**config.mk**
```make
export PLATFORM = sky130hd
export DESIGN_NAME = writeback_sel
export DESIGN_NICKNAME = d
export VERILOG_FILES = /design/src/rtl/writeback_sel.sv
export SDC_FILE = /design/constraint.sdc
export NUM_CORES = 1
export LEC_CHECK = 0
export CORE_AREA = 2 2 124 126
export CTS_CLUSTER_DIAMETER = 120
export CTS_CLUSTER_SIZE = 20
export DETAILED_ROUTE_END_ITERATION = 10
export DIE_AREA = 0 0 126 128
export PLACE_DENSITY_LB_ADDON = 0.05
export SYNTH_ARGS = -nofsm -noshare
export SYNTH_HDL_FRONTEND = slang
export SYNTH_SLANG_ARGS = --single-unit
```
**constraint.sdc**
```tcl
create_clock -name clk -period 7 [get_ports clk]
set_input_delay 0.7 -clock clk [delete_from_list [all_inputs] [get_ports clk]]
set_output_delay 0.7 -clock clk [all_outputs]
set_load 0.01 [all_outputs]
```
**src/rtl/writeback_sel.sv**
```systemverilog
`default_nettype none
// ============================================================================
//  Module      : writeback_sel
//  Description : Selects one of NUM_SRC writeback sources by index, waits up
//                to TIMEOUT cycles for it to become valid, and presents the
//                captured value with a one-cycle writeback strobe.
//  Revision    : 1.0  initial release
// ============================================================================
module writeback_sel #(
  parameter int DATA_W  = 32,
  parameter int NUM_SRC = 8,
  parameter int SEL_W   = 4,   // 2**SEL_W must cover NUM_SRC
  parameter int TIMEOUT = 64
) (
  input  logic                      clk,
  input  logic                      reset_n,
  input  logic                      flush,
  input  logic                      req_valid,
  output logic                      req_ready,
  input  logic [SEL_W-1:0]          req_sel,
  input  logic [4:0]                req_rd,
  input  logic [NUM_SRC*DATA_W-1:0] src_data,
  input  logic [NUM_SRC-1:0]        src_valid,
  output logic                      wb_valid,
  output logic [DATA_W-1:0]         wb_data,
  output logic [4:0]                wb_rd,
  output logic                      err_badsel,
  output logic                      err_timeout
);

  localparam logic [1:0] S_IDLE = 2'd0;
  localparam logic [1:0] S_WAIT = 2'd1;
  localparam logic [1:0] S_OUT  = 2'd2;

  // One extra bit so NUM_SRC == 2**SEL_W is still representable
  localparam logic [SEL_W:0] NUM_SRC_W = (SEL_W+1)'(NUM_SRC);
  localparam logic [7:0]     TO_LAST   = 8'(TIMEOUT - 1);

  logic [1:0]        state_q,   state_d;
  logic [7:0]        cnt_q,     cnt_d;
  logic [SEL_W-1:0]  sel_q,     sel_d;
  logic [4:0]        rd_q,      rd_d;
  logic [DATA_W-1:0] wb_data_q, wb_data_d;
  logic [4:0]        wb_rd_q,   wb_rd_d;
  logic              badsel_q,  badsel_d;
  logic              timeout_q, timeout_d;
  logic              rdy_en_q;

  logic [SEL_W-1:0]  w_mux_sel;
  logic              w_sel_ok;
  logic              w_src_hit;
  logic [DATA_W-1:0] w_src_data;
  logic              w_accept;

  // Source mux: IDLE looks at the incoming select, WAIT at the captured one
  always_comb begin
    w_mux_sel  = (state_q == S_IDLE) ? req_sel : sel_q;
    w_sel_ok   = ({1'b0, w_mux_sel} < NUM_SRC_W);
    w_src_hit  = 1'b0;
    w_src_data = '0;
    for (int i = 0; i < NUM_SRC; i++) begin
      if (w_mux_sel == SEL_W'(i)) begin
        w_src_hit  = src_valid[i];
        w_src_data = src_data[i*DATA_W +: DATA_W];
      end
    end
  end

  // FSM state register
  always_ff @(posedge clk or negedge reset_n) begin
    if (!reset_n) begin
      state_q <= S_IDLE;
    end else begin
      state_q <= state_d;
    end
  end

  // Next-state and datapath-update logic; flush overrides every transition
  always_comb begin
    state_d   = state_q;
    cnt_d     = cnt_q;
    sel_d     = sel_q;
    rd_d      = rd_q;
    wb_data_d = wb_data_q;
    wb_rd_d   = wb_rd_q;
    badsel_d  = 1'b0;
    timeout_d = 1'b0;
    if (flush) begin
      state_d = S_IDLE;
      cnt_d   = 8'd0;
    end else begin
      case (state_q)
        S_IDLE: begin
          if (w_accept) begin
            sel_d = req_sel;
            rd_d  = req_rd;
            if (!w_sel_ok) begin
              badsel_d = 1'b1;
            end else if (w_src_hit) begin
              wb_data_d = w_src_data;
              wb_rd_d   = req_rd;
              state_d   = S_OUT;
            end else begin
              cnt_d   = 8'd0;
              state_d = S_WAIT;
            end
          end
        end
        S_WAIT: begin
          // A valid source wins over an expiring counter in the same cycle
          if (w_src_hit) begin
            wb_data_d = w_src_data;
            wb_rd_d   = rd_q;
            state_d   = S_OUT;
          end else if (cnt_q == TO_LAST) begin
            timeout_d = 1'b1;
            cnt_d     = 8'd0;
            state_d   = S_IDLE;
          end else begin
            cnt_d = cnt_q + 8'd1;
          end
        end
        S_OUT: begin
          state_d = S_IDLE;
        end
        default: begin
          state_d = S_IDLE;
        end
      endcase
    end
  end

  // FSM outputs; the strobe is suppressed by a flush in the OUT cycle
  always_comb begin
    req_ready = (state_q == S_IDLE) && !flush && rdy_en_q;
    wb_valid  = (state_q == S_OUT) && !flush;
    w_accept  = req_valid && req_ready;
  end

  // Datapath and pulse registers; rdy_en_q holds ready low until the first edge
  always_ff @(posedge clk or negedge reset_n) begin
    if (!reset_n) begin
      cnt_q     <= 8'd0;
      sel_q     <= '0;
      rd_q      <= 5'd0;
      wb_data_q <= '0;
      wb_rd_q   <= 5'd0;
      badsel_q  <= 1'b0;
      timeout_q <= 1'b0;
      rdy_en_q  <= 1'b0;
    end else begin
      cnt_q     <= cnt_d;
      sel_q     <= sel_d;
      rd_q      <= rd_d;
      wb_data_q <= wb_data_d;
      wb_rd_q   <= wb_rd_d;
      badsel_q  <= badsel_d;
      timeout_q <= timeout_d;
      rdy_en_q  <= 1'b1;
    end
  end

  assign wb_data     = wb_data_q;
  assign wb_rd       = wb_rd_q;
  assign err_badsel  = badsel_q;
  assign err_timeout = timeout_q;

endmodule
`default_nettype wire

```
==> impl_metrics.env <==
export IMPL_final_cell_mix="clkdlybuf4s50_1 (316), a21oi_1 (69), a22oi_1 (68)"
export IMPL_cts_buffer_depth=2
export IMPL_setup_tns_ns=0
export IMPL_grt_start_max_net_pins=76
export IMPL_ctsHoldBuffers=0
export IMPL_hold_viol_final=0
export IMPL_postCtsSetupBuffers=0
export IMPL_synth_seq_area_share_pct=33.6
export IMPL_worstPathArrival_ns=4.13
export IMPL_yosys_warnings=0
export IMPL_place_port_buffers=317
export IMPL_finalPower_w=0.00151
export IMPL_ir_drop_mv=0.124
export IMPL_gp_routability_congestion=0.909
export IMPL_final_nets=1119
export IMPL_fin_area_um2=7960
export IMPL_ios=318
export IMPL_post_cts_resized=0
export IMPL_diodes=0
export IMPL_timing_final_ws_setup_ns=3.10
export IMPL_grt_pass1_wl_um=32700
export IMPL_cpMaxStageDelayCell="o21ai_4"
export IMPL_root_buffer="clkbuf_16"
export IMPL_fmax_ghz=0.256
export IMPL_area_growth_syn_to_layout_pct=81.2
export IMPL_die_y_um=128
export IMPL_status="finished, final reports clean"
export IMPL_max_slew_margin_pct=13.9
export IMPL_drt_iter0_drc=401
export IMPL_path_common_cell="a21oi_1"
export IMPL_fin_crit_sh_pct=55.7
export IMPL_drv_slew=0
export IMPL_max_stage_delay_ns=0.98
export IMPL_final_setup_viol_count=0
export IMPL_final_common_cell="clkdlybuf4s50_1"
export IMPL_h_tree_depth=3
export IMPL_ant_nets=0
export IMPL_critPathMaxFanout=45
export IMPL_coreArea_um2=14900
export IMPL_dieArea_um2=16100
export IMPL_cts_tree="done"
export IMPL_drt_wirelength_per_cell_um=21.1
export IMPL_numCtsBuffers=9
export IMPL_clk_pin_slew_ns=0.05
export IMPL_critical_path_required_ns=7.23
export IMPL_fp_row_count=45
export IMPL_dpl_cell_area_um2=7670
export IMPL_clock_latency_ns=0.32
export IMPL_start_util_pct=29.5
export IMPL_holdWs_ns=0.478
export IMPL_grt_usage_pct=25.9
export IMPL_synth_edff_count=0
export IMPL_ys_flop_type="dfrtp_1"
export IMPL_syn_avg_cell_area_um2=7.87
export IMPL_antenna_found_initial=0
export IMPL_ys_ff_latch=59
export IMPL_dpl_hpwl_um=16500
export IMPL_r2r_start="state_q[0]"
export IMPL_drt_first_pass_iters=5
export IMPL_worst_pin_slew_ns=1.29
export IMPL_critPathCaptureType="flop"
export IMPL_hold_path_startpoint="wb_data[11]"
export IMPL_drt_total_wl_um=21800
export IMPL_place_ws_ns=2.71
export IMPL_worstHoldPathType="flop to flop"
export IMPL_start_kind="input port"
export IMPL_path_class="input port to flop"
export IMPL_route_vias_total=5793
export IMPL_drive_above_1_share_pct=4.73
export IMPL_rsz0062_at_grt="no"
export IMPL_p_leak_nw=2.97
export IMPL_cp_top_family="compound AO/OA/AOI/OAI gates"
export IMPL_synthesis_nets=836
export IMPL_critPathBufInv=1
export IMPL_route_detailed_drc=0
export IMPL_n_fill_cell=1459
export IMPL_synthArstFlopShare_pct=100
export IMPL_pwr_density_cell_nw_per_um2=190
export IMPL_die_w_um=126
export IMPL_synth_distinct_cells=51
export IMPL_netlist_area_um2=4390
export IMPL_startpoint="req_sel[0]"
export IMPL_syn_inst=558
export IMPL_crit_chain="clkdlybuf4s50_1 -> nand2_1 -> o21ai_4 -> and2_1 -> a222oi_1 -> a21oi_1 -> a21oi_1 -> o21ai_0"
export IMPL_grt_overflow=0
export IMPL_cts_sinks=59
export IMPL_vias_per_cell=5.60
export IMPL_cap_viol_max_count=0
export IMPL_grt_pass1_vias=5909
export IMPL_fin_skew_ns=0.00885
export IMPL_fin_crit_ns=3.90
[registers in the layout, summed over array words and instances, names as in the netlist]
| register | count |
|---|---|
| cnt_q | 8 |
| err_badsel | 1 |
| err_timeout | 1 |
| rd_q | 5 |
| rdy_en_q | 1 |
| sel_q | 4 |
| state_q | 2 |
| wb_data | 32 |
| wb_rd | 5 |
[through the flow]
stage / std cells / utilization [%]
after detailed placement: 1018 / 51.6
after CTS: 1034 / 53.5
after floorplan: 558 / -
after global placement: 1018 / 51.6
after global routing: 1034 / 53.5
final: 1034 / 53.5
[metal layers]
metal	vias to the layer above	routed length (um)	GRT usage [%]
li1	2720	-	-
met5	-	0	0
met4	0	435	6.59
met2	254	11100	46.3
met1	2793	8930	31.4
met3	26	1340	5.93
[power breakdown]
part / leakage [nW] / switching (W) / internal (W)
clock network: 0.135 / 0.000159 / 0.000258
registers: 0.785 / 0.0000512 / 0.000415
logic: 2.05 / 0.000283 / 0.000346
total: 2.97 / 0.000493 / 0.00102
[tightest hold or removal path: stages (launching register included)]
cell     delay (ns)
dfrtp_1        0.34
nand2_1        0.05
o21ai_0        0.06
[kinds of logic after synthesis]
logic type / Yosys count / share of synthesized area, %
DFF: 59 / 33.6
buffers and inverters: 55 / 5.07
muxes: 21 / 5.13
AOI/OAI and AO/OA: 282 / 41.6
and+or+nand+nor: 139 / 14.2
other: 1 / 0.0854
adders and majority gates: 1 / 0.285
[Yosys cell counts (5+ instances only)]
master,instances,area share [%]
dfrtp_1,59,34
o22ai_1,37,5.3
o31ai_1,19,3.2
nor2_1,46,3.9
nand3_1,6,0.68
inv_1,5,0.43
mux2_2,9,2.3
nand2b_1,5,0.71
buf_2,7,0.80
a21oi_1,69,7.9
o21ai_0,46,5.2
nor3_1,5,0.57
clkbuf_1,39,3.3
a222oi_1,10,2.3
a22oi_1,68,12
nand2_1,55,4.7
mux2i_1,11,2.5
[cell type report]
type	instances	area, um^2	area share (%)
Tap cell	188	235	2.96
Clock buffer	12	256	3.22
Sequential cell	59	1480	18.6
Timing Repair Buffer	322	3210	40.3
Multi-Input combinational cell	444	2740	34.4
Clock inverter	4	25.0	0.315
Inverter	5	18.8	0.236
[path summary, 6_finish.rpt]
| kind | to | slack (ns) | depth (start not counted) |
|---|---|---|---|
| setup / recovery | wb_data[3] | 3.10 | 8 |
| hold / removal | wb_data[11] | 0.48 | 2 |
| setup reg to reg | wb_data[3] | 3.11 | 7 |
| hold reg to reg | wb_data[11] | 0.48 | 2 |
| max in group asynchronous | sel_q[1] | 5.95 | 2 |
| min in group asynchronous | cnt_q[4] | 0.53 | 2 |
Power figures use the tool's default switching activity.
